**src/rtl/time_set_ctrl.sv**
```systemverilog
// Time/alarm setting controller: captures a target's BCD time, steps
// fields with auto-repeat, commits with a one-hot load or abandons on idle.
module time_set_ctrl #(
    parameter int N_TGT      = 2,
    parameter int TIMEOUT_TK = 10000,
    parameter int RPT_DLY_TK = 500,
    parameter int RPT_PER_TK = 100,
    localparam int TW = (N_TGT > 1) ? $clog2(N_TGT) : 1
) (
    input  logic             clk,
    input  logic             rst_n,
    input  logic             tick,
    input  logic             set_p,
    input  logic             sel_p,
    input  logic             inc_p,
    input  logic             dec_p,
    input  logic             inc_hold,
    input  logic             dec_hold,
    input  logic [TW-1:0]    tgt_req,
    input  logic [8*N_TGT-1:0] cur_hh,
    input  logic [8*N_TGT-1:0] cur_mm,
    input  logic [8*N_TGT-1:0] cur_ss,
    output logic             set_en,
    output logic [N_TGT-1:0] set_load,
    output logic             set_abort,
    output logic [7:0]       set_hh,
    output logic [7:0]       set_mm,
    output logic [7:0]       set_ss,
    output logic [1:0]       blink_sel
);

    // State codes double as the blink_sel encoding.
    localparam logic [1:0] S_HH = 2'b00;
    localparam logic [1:0] S_MM = 2'b01;
    localparam logic [1:0] S_SS = 2'b10;
    localparam logic [1:0] IDLE = 2'b11;

    localparam int RMAX = (RPT_DLY_TK > RPT_PER_TK) ?
                          RPT_DLY_TK : RPT_PER_TK;
    localparam int RW  = $clog2(RMAX + 1);
    localparam int TOW = $clog2(TIMEOUT_TK + 1);

    localparam logic [RW:0]  DLY_C = (RW+1)'(RPT_DLY_TK);
    localparam logic [RW:0]  PER_C = (RW+1)'(RPT_PER_TK);
    localparam logic [TOW-1:0] TO_LAST = TOW'(TIMEOUT_TK - 1);
    localparam logic [TW:0]  NT_C  = (TW+1)'(N_TGT);

    function automatic logic bcd_ok(
        input logic [7:0] v,
        input logic [7:0] lim
    );
        return (v[7:4] <= 4'd9) && (v[3:0] <= 4'd9) && (v <= lim);
    endfunction

    function automatic logic [7:0] bcd_step(
        input logic [7:0] v,
        input logic [7:0] lim,
        input logic       up
    );
        logic [7:0] r;
        if (up) begin
            if (v == lim)
                r = 8'h00;
            else if (v[3:0] == 4'd9)
                r = {v[7:4] + 4'd1, 4'd0};
            else
                r = v + 8'd1;
        end else begin
            if (v == 8'h00)
                r = lim;
            else if (v[3:0] == 4'd0)
                r = {v[7:4] - 4'd1, 4'd9};
            else
                r = v - 8'd1;
        end
        return r;
    endfunction

    logic [1:0]       state_q, state_d;
    logic [TW-1:0]    tgt_q, tgt_d;
    logic [7:0]       hh_q, hh_d;
    logic [7:0]       mm_q, mm_d;
    logic [7:0]       ss_q, ss_d;
    logic [N_TGT-1:0] load_q, load_d;
    logic             abort_q, abort_d;
    logic             en_q, en_d;
    logic [RW-1:0]    ic_q, ic_d;
    logic [RW-1:0]    dc_q, dc_d;
    logic             ir_q, ir_d;
    logic             dr_q, dr_d;
    logic [TOW-1:0]   to_q, to_d;

    logic        edit;
    logic        inc_ev;
    logic        dec_ev;
    logic        expire;
    logic        up;
    logic        dn;
    logic [RW:0] inc_nx;
    logic [RW:0] dec_nx;
    logic [7:0]  cur_h;
    logic [7:0]  cur_m;
    logic [7:0]  cur_s;
    logic        tgt_ok;

    assign edit   = (state_q != IDLE);
    assign up     = inc_p | inc_ev;
    assign dn     = dec_p | dec_ev;
    assign tgt_ok = ({1'b0, tgt_req} < NT_C);

    always_comb begin
        cur_h = 8'h00;
        cur_m = 8'h00;
        cur_s = 8'h00;
        for (int k = 0; k < N_TGT; k++) begin
            if (tgt_req == TW'(k)) begin
                cur_h = cur_hh[8*k +: 8];
                cur_m = cur_mm[8*k +: 8];
                cur_s = cur_ss[8*k +: 8];
            end
        end
    end

    // Hold counters: first event after the delay, then every period.
    always_comb begin
        inc_nx = {1'b0, ic_q} + 1'b1;
        ic_d   = ic_q;
        ir_d   = ir_q;
        inc_ev = 1'b0;
        if (!edit || set_p || !inc_hold || inc_p) begin
            ic_d = '0;
            ir_d = 1'b0;
        end else if (tick) begin
            if (inc_nx >= (ir_q ? PER_C : DLY_C)) begin
                inc_ev = 1'b1;
                ic_d   = '0;
                ir_d   = 1'b1;
            end else begin
                ic_d = inc_nx[RW-1:0];
            end
        end
    end

    always_comb begin
        dec_nx = {1'b0, dc_q} + 1'b1;
        dc_d   = dc_q;
        dr_d   = dr_q;
        dec_ev = 1'b0;
        if (!edit || set_p || !dec_hold || dec_p) begin
            dc_d = '0;
            dr_d = 1'b0;
        end else if (tick) begin
            if (dec_nx >= (dr_q ? PER_C : DLY_C)) begin
                dec_ev = 1'b1;
                dc_d   = '0;
                dr_d   = 1'b1;
            end else begin
                dc_d = dec_nx[RW-1:0];
            end
        end
    end

    always_comb begin
        to_d   = to_q;
        expire = 1'b0;
        if (!edit || set_p || sel_p || inc_p || dec_p ||
            inc_ev || dec_ev) begin
            to_d = '0;
        end else if (tick) begin
            if (to_q >= TO_LAST)
                expire = 1'b1;
            else
                to_d = to_q + 1'b1;
        end
    end

    always_comb begin
        state_d = state_q;
        tgt_d   = tgt_q;
        hh_d    = hh_q;
        mm_d    = mm_q;
        ss_d    = ss_q;
        load_d  = '0;
        abort_d = 1'b0;
        unique case (state_q)
            IDLE: begin
                if (set_p && tgt_ok) begin
                    tgt_d   = tgt_req;
                    hh_d    = bcd_ok(cur_h, 8'h23) ? cur_h : 8'h00;
                    mm_d    = bcd_ok(cur_m, 8'h59) ? cur_m : 8'h00;
                    ss_d    = bcd_ok(cur_s, 8'h59) ? cur_s : 8'h00;
                    state_d = S_HH;
                end
            end
            S_HH, S_MM, S_SS: begin
                if (set_p) begin
                    state_d = IDLE;
                    for (int k = 0; k < N_TGT; k++)
                        load_d[k] = (tgt_q == TW'(k));
                end else if (sel_p) begin
                    state_d = (state_q == S_SS) ? S_HH :
                              state_q + 2'd1;
                end else if (expire) begin
                    state_d = IDLE;
                    abort_d = 1'b1;
                end else if (up ^ dn) begin
                    unique case (state_q)
                        S_HH:    hh_d = bcd_step(hh_q, 8'h23, up);
                        S_MM:    mm_d = bcd_step(mm_q, 8'h59, up);
                        default: ss_d = bcd_step(ss_q, 8'h59, up);
                    endcase
                end
            end
        endcase
        en_d = (state_d != IDLE);
    end

    always_ff @(posedge clk or negedge rst_n) begin
        if (!rst_n) begin
            state_q <= IDLE;
            tgt_q   <= '0;
            hh_q    <= 8'h00;
            mm_q    <= 8'h00;
            ss_q    <= 8'h00;
            load_q  <= '0;
            abort_q <= 1'b0;
            en_q    <= 1'b0;
            ic_q    <= '0;
            dc_q    <= '0;
            ir_q    <= 1'b0;
            dr_q    <= 1'b0;
            to_q    <= '0;
        end else begin
            state_q <= state_d;
            tgt_q   <= tgt_d;
            hh_q    <= hh_d;
            mm_q    <= mm_d;
            ss_q    <= ss_d;
            load_q  <= load_d;
            abort_q <= abort_d;
            en_q    <= en_d;
            ic_q    <= ic_d;
            dc_q    <= dc_d;
            ir_q    <= ir_d;
            dr_q    <= dr_d;
            to_q    <= to_d;
        end
    end

    assign set_en    = en_q;
    assign set_load  = load_q;
    assign set_abort = abort_q;
    assign set_hh    = hh_q;
    assign set_mm    = mm_q;
    assign set_ss    = ss_q;
    assign blink_sel = state_q;

endmodule

```
**config.mk**
```make
export PLATFORM = sky130hd
export DESIGN_NAME = time_set_ctrl
export DESIGN_NICKNAME = d
export VERILOG_FILES = /design/src/rtl/time_set_ctrl.sv
export SDC_FILE = /design/constraint.sdc
export NUM_CORES = 1
export LEC_CHECK = 0
export CAP_MARGIN = 25
export CELL_PAD_IN_SITES_DETAIL_PLACEMENT = 0
export CELL_PAD_IN_SITES_GLOBAL_PLACEMENT = 1
export CORE_UTILIZATION = 44
export CTS_CLUSTER_SIZE = 40
export DETAILED_ROUTE_END_ITERATION = 10
export PLACE_DENSITY = 0.91
export SLEW_MARGIN = 20
export SYNTH_ARGS = -nofsm -noshare
export SYNTH_HDL_FRONTEND = slang
export SYNTH_SLANG_ARGS = --single-unit
```
**constraint.sdc**
```tcl
create_clock -name clk -period 7 [get_ports clk]
set_clock_uncertainty 0.05 [all_clocks]
set_input_delay 0.7 -clock clk [delete_from_list [all_inputs] [get_ports clk]]
set_output_delay 0.7 -clock clk [all_outputs]
set_load 0.01 [all_outputs]
```
==> impl_metrics.ini, run 1 <==
[synthesis]
syn_area_per_cell_um2 = 8.04
syn_inst = 690
yosysWarnings = 0
yosysSeqAreaShare = 0.294
async_flop_share = 1.00
syn-cell-area_um2 = 5550
synthFlopType = dfrtp_1
yosys.cell_types.count = 77
ys_seq_elements = 65
synth-edff-count = 0
syn-num-nets = 783

[clocking]
cts_inserted_buffers = 9
insertion_delay_ns = 0.34
cts_resized = 0
cts_root_buf = clkbuf_16
post_cts_buffers = 0
cts_tree = yes
clock-sinks = 65
htreeDepth = 3
cts_hold_buf = 0
clk_pin_slew_ns = 0.06
cts_buffer_depth = 2

[worst_hold_path]
min_path_type = flop to flop

[route]
detail_route.wl_per_cell_um = 16.0
vias_per_cell = 5.77
postRouteAntennaNets = 0
wl_um = 15000
drtPass1Iterations = 5
drt-initial-drc-count = 412
drc = 0
via_count = 5394

[placement]
place.gp.congestion = 0.931
pre_cts_ws_ns = 3.14
post_dp_cell_area_um2 = 6510
io_buffers = 87
hpwl_um = 10700

[global_routing]
grt_pass1_vias = 5186
grt_usage = 0.239
grt_antenna_before_repair = 0
grt_remaining_overflow = 0
grt_pass1_wl_um = 24800
grt_max_degree = 66

[final_layout]
stdcell_area_um2 = 6850
syn_to_final_growth_pct = 23.5
nNetsFinal = 855
drive_gt1_frac = 0.0639
num_antenna_cells = 0

[setup_path]
end_kind = flop
cp.arrival_ns = 4.11
critPathTopFamily = compound AO/OA/AOI/OAI gates
worstPathMaxFanout = 39
path_buf_inv = 1
startpoint_type = flop
rrSetupSlack_ns = 3.06
critPathKind = flop to flop
critPathSlowestCell = dfrtp_1
crit_chain = ha_1, nand2_1, nor2_1, and3_1, xor2_1, ha_1, a21oi_1, o41ai_1, a21oi_1, o21a_1, buf_4, xnor2_2, o21ai_2, mux2_2
max_stage_delay_ns = 0.50
required_ns = 7.18

[die]
die_h_um = 114
start_util = 0.456
io_pins = 88
rows = 40
die_w_um = 114
core_um2 = 12200
fp.dieArea_um2 = 13100

[sta]
setup_ws_ns = 3.06
tightest_slew_ns = 0.867
fin_setup_tns_ns = 0
hold_violations = 0
clock.fmax_ghz = 0.254
slew-limit-headroom = 0.422
setup_viol = 0
finalMaxSlewViolations = 0
period_share = 0.563
timing.final.crit_period_ns = 3.94
rsz0062_at_grt = no

[power]
p_leak_nw = 2.82
powerDensity_nw_per_um2 = 320
ir_drop_uv = 175

[job]
max_cap_viol_count = 0

[outcome]
outcome = completed
[layout make-up]
class	instances	area (um^2)
Tap cell	168	210
Timing Repair Buffer	93	911
Inverter	25	93.8
Clock buffer	11	243
Sequential cell	65	1630
Clock inverter	5	103
Multi-Input combinational cell	568	3660
Fill cell	1113	5310
[placed cells by master, fill, tap and decap left out, types with 7 or more instances in the layout]
| cell type | netlist | final |
|---|---|---|
| mux2i_1 | 26 | 26 |
| inv_1 | 25 | 25 |
| xnor2_1 | 10 | 10 |
| nor2b_1 | 7 | 7 |
| a21oi_1 | 46 | 46 |
| or2_2 | 7 | 7 |
| o31ai_1 | 8 | 8 |
| clkbuf_16 | 0 | 9 |
| o21ai_0 | 30 | 30 |
| dfrtp_1 | 63 | 63 |
| or3_1 | 9 | 9 |
| xor2_1 | 12 | 12 |
| nand2_1 | 76 | 76 |
| nor3_1 | 17 | 17 |
| clkdlybuf4s50_1 | 0 | 86 |
| o21ai_1 | 14 | 14 |
| nor2_1 | 91 | 91 |
| nand4_1 | 10 | 10 |
| a211oi_1 | 8 | 8 |
| nand3_1 | 25 | 25 |
| o221ai_1 | 7 | 7 |
| a31oi_1 | 12 | 12 |
| o21a_1 | 7 | 7 |
| nor4_1 | 7 | 7 |
| nand2b_1 | 8 | 8 |
| ha_1 | 35 | 35 |
[routing by layer]
metal  up-vias  routed length [um]  GRT usage
li1       2652                   -          -
met1      2539                6790      0.319
met2       173                6920      0.386
met3        30                 888     0.0339
met4         0                 371      0.108
met5         -                   0          0
[path summary, 6_finish.rpt]
kind	startpoint	end	cells past startpoint
max	ic_q[0]$_DFFE_PN0P_	set_ss[7]$_DFFE_PN0P_	14
min	tgt_q$_DFFE_PN0P_	set_load[0]$_DFF_PN0_	1
max reg2reg	ic_q[0]$_DFFE_PN0P_	set_ss[7]$_DFFE_PN0P_	14
min reg2reg	tgt_q$_DFFE_PN0P_	set_load[0]$_DFF_PN0_	1
max in group asynchronous	rst_n	set_hh[5]$_DFFE_PN0P_	2
min in group asynchronous	rst_n	ic_q[0]$_DFFE_PN0P_	2
[logic make-up after synthesis]
group,synth area share
flops,0.294
buf+inv,0.0460
simple gates,0.250
mux,0.0510
fa+ha+maj,0.0789
xor+xnor,0.0426
compound gates,0.238
[sequential cells by signal, indices dropped and copies added, names as in the netlist]
register   flops
dr_q           1
to_q          14
set_load       2
ir_q           1
blink_sel      2
set_en         1
tgt_q          1
set_hh         8
dc_q           9
set_mm         8
ic_q           9
set_ss         8
set_abort      1
[per-stage QoR]
stage | hold slack (ns) | cells | utilization | power (mW)
final | 0.432 | 935 | 0.563 | 2.19
after detailed placement | 0.418 | 919 | 0.535 | 1.65
after floorplan | 0.354 | 690 | - | 1.28
after global placement | 0.407 | 919 | 0.535 | 1.64
after global routing | 0.452 | 935 | 0.563 | 2.36
after CTS | 0.425 | 935 | 0.563 | 2.20
[cells in the mapped netlist (5+ instances only)]
master    instances  area share
nor2_1           91       0.062
nand2_1          76       0.051
dfrtp_1          63        0.28
a21oi_1          46       0.041
ha_1             35       0.079
o21ai_0          30       0.027
mux2i_1          26       0.047
inv_1            25       0.017
nand3_1          25       0.023
clkbuf_1         17       0.012
nor3_1           17       0.015
o21ai_1          14       0.013
a31oi_1          12       0.014
xor2_1           12       0.019
nand4_1          10       0.011
xnor2_1          10       0.016
buf_2             9      0.0081
or3_1             9       0.010
a211oi_1          8       0.011
nand2b_1          8      0.0090
o31ai_1           8       0.011
nor2b_1           7      0.0079
nor4_1            7      0.0079
o21a_1            7      0.0095
o221ai_1          7       0.011
or2_2             7      0.0079
and2_1            6      0.0068
and3_1            6      0.0068
a21o_1            5      0.0068
[where the power goes]
group / total, mW / internal (mW) / switching, mW / leakage, nW
registers: 0.629 / 0.455 / 0.174 / 0.856
logic: 1.03 / 0.468 / 0.565 / 1.80
clock network: 0.531 / 0.357 / 0.174 / 0.166
total: 2.19 / 1.28 / 0.913 / 2.82
Note: power is estimated with default switching activity, not from simulation.
==> run 2, diff against run 1 <==
Settings changed: CORE_UTILIZATION 44 to 37, PLACE_DENSITY 0.91 to 0.82.
Clock period 7 ns to 3.4 ns, I/O delays scaled along.
==> impl_metrics.ini, run 2 (synthesis gave the netlist of run 1 again) <==
[sta]
timing.final.crit_period_ns = 3.28
finalMaxSlewViolations = 0
slew-limit-headroom = 0.326
setup_ws_ns = 0.115
fin_setup_tns_ns = 0
setup_viol = 0
period_share = 0.966
tightest_slew_ns = 1.00
rsz0062_at_grt = yes
clock.fmax_ghz = 0.304
hold_violations = 0
holdWs_ns = 0.0394

[power]
powerDensity_nw_per_um2 = 640
switchingPower_mw = 1.98
power_mw = 4.59
p_int_mw = 2.61
power_frac_seq = 0.284
p_clk_frac = 0.225
combPwrFrac = 0.491
ir_drop_uv = 406
sw_frac_of_total = 0.431
p_leak_nw = 2.93

[placement]
hpwl_um = 11500
place.gp.congestion = 0.851
io_buffers = 87
post_dp_cell_area_um2 = 6620
post-place-cells = 944
pre_cts_ws_ns = 0.0108

[clocking]
cts_root_buf = clkbuf_16
clk_pin_slew_ns = 0.06
insertion_delay_ns = 0.34
clock-sinks = 65
cts_inserted_buffers = 9
cts_tree = yes
htreeDepth = 3
cts_buffer_depth = 2

[final_layout]
largest_reg_flops = 14
n_fill_cell = 1341
syn_to_final_growth_pct = 29.3
reg.largest.list = to_q (14), dc_q (9), ic_q (9)
final_common_cell = nor2_1
mostFrequentLayoutCells = 90 x nor2_1, 86 x clkdlybuf4s50_1, 76 x nand2_1, 60 x dfrtp_1, 46 x a21oi_1
register_area_um2 = 1630
stdcell_area_um2 = 7170
num_antenna_cells = 0
final_cell_count_no_fill = 970
nNetsFinal = 874
drive_gt1_frac = 0.103
final_util = 0.492
multi_input_area_um2 = 3780
regMostFlops = to_q

[setup_path]
cp.arrival_ns = 3.44
worstPathMaxFanout = 7
required_ns = 3.55
end_kind = flop
critPathKind = flop to flop
startpoint_type = flop

[global_routing]
grt_usage = 0.205
grt_max_degree = 39
grt_pass1_vias = 5318
grt_pass1_wl_um = 26300
grt_remaining_overflow = 0
grt_antenna_before_repair = 0

[route]
vias_per_cell = 5.78
drc = 0
drt-initial-drc-count = 422
detail_route.wl_per_cell_um = 16.9
wl_um = 16400
drtPass1Iterations = 6
via_count = 5608
postRouteAntennaNets = 0

[die]
die_w_um = 124
io_pins = 88
core_um2 = 14600
die_h_um = 124
fp.dieArea_um2 = 15500
rows = 44
start_util = 0.380

[job]
max_cap_viol_count = 0

[outcome]
outcome = completed

[worst_hold_path]
min_path_type = primary input to asynchronous set/reset pin
run 2: cell types whose count changed in the layout (fill, tap and decap cells not counted), sizes merged:
cell	before	now
clkinvlp	1	2
clkbuf	11	13
buf	7	23
a31oi	14	15
bufinv	3	2
run 2: what timing repair did:
item                                    CTS  global route
cloned                                    0             3
endpoints found under the setup margin    1            41
resized for setup                         1            18
hold buffers                              0             0
buffers inserted                          0             7
pin swaps                                 0             5
run 2: path summary, 6_finish.rpt:
path / from / end / slack (ns) / depth (start not counted)
min in group clk: tgt_q$_DFFE_PN0P_ / set_load[0]$_DFF_PN0_ / 0.40 / 1
hold / removal: rst_n / ic_q[6]$_DFFE_PN0P_ / 0.04 / 1
max in group asynchronous: rst_n / dc_q[0]$_DFFE_PN0P_ / 2.49 / 2
hold reg to reg: tgt_q$_DFFE_PN0P_ / set_load[0]$_DFF_PN0_ / 0.40 / 1
setup / recovery: dc_q[1]$_DFFE_PN0P_ / set_mm[0]$_DFFE_PN0P_ / 0.12 / 13
setup reg to reg: dc_q[1]$_DFFE_PN0P_ / set_mm[0]$_DFFE_PN0P_ / 0.12 / 13
run 2: power groups by stage:
stage | logic [mW] | registers, mW | clock network, mW
after floorplan | 1.43 | 1.21 | 0
after global placement | 2.10 | 1.30 | 0
after detailed placement | 2.14 | 1.30 | 0
after CTS | 2.16 | 1.29 | 1.05
after global routing | 2.49 | 1.34 | 1.09
final | 2.26 | 1.30 | 1.03
run 2: cell type report:
class,instances,share of cell area
tap,184,0.0321
multi-input combinational,569,0.526
inverter,25,0.0131
sequential,65,0.228
clock inverter,5,0.0112
timing repair buffer,111,0.156
clock buffer,11,0.0338
run 2: worst max-delay path: stages, from the launching register on:
cell and delay [ns]:
dfrtp_1 0.43, ha_2 0.25, nand2_1 0.08, nor3_1 0.23, xnor2_1 0.20, ha_1 0.29
a21oi_1 0.13, o41ai_1 0.12, a21o_1 0.20, a31oi_4 0.35, xnor2_4 0.13, buf_12 0.16
a31oi_2 0.38, a21oi_1 0.15
run 2: layer usage:
metal  wire length, um  part of all wire  global-route usage  vias to the layer above
met2              7570              0.46               0.337                      198
met4               256             0.016              0.0595                        0
li1                  -                 -                   -                     2699
met3              1180             0.072              0.0571                       25
met5                 0                 0                   0                        -
met1              7360              0.45               0.260                     2686
==> run 3, diff against run 2 <==
Settings changed: SLEW_MARGIN 20 to unset, TNS_END_PERCENT set to 50.
==> results of run 3 <==
Same layout as run 2: the final DEF is identical, and so are final timing and power.
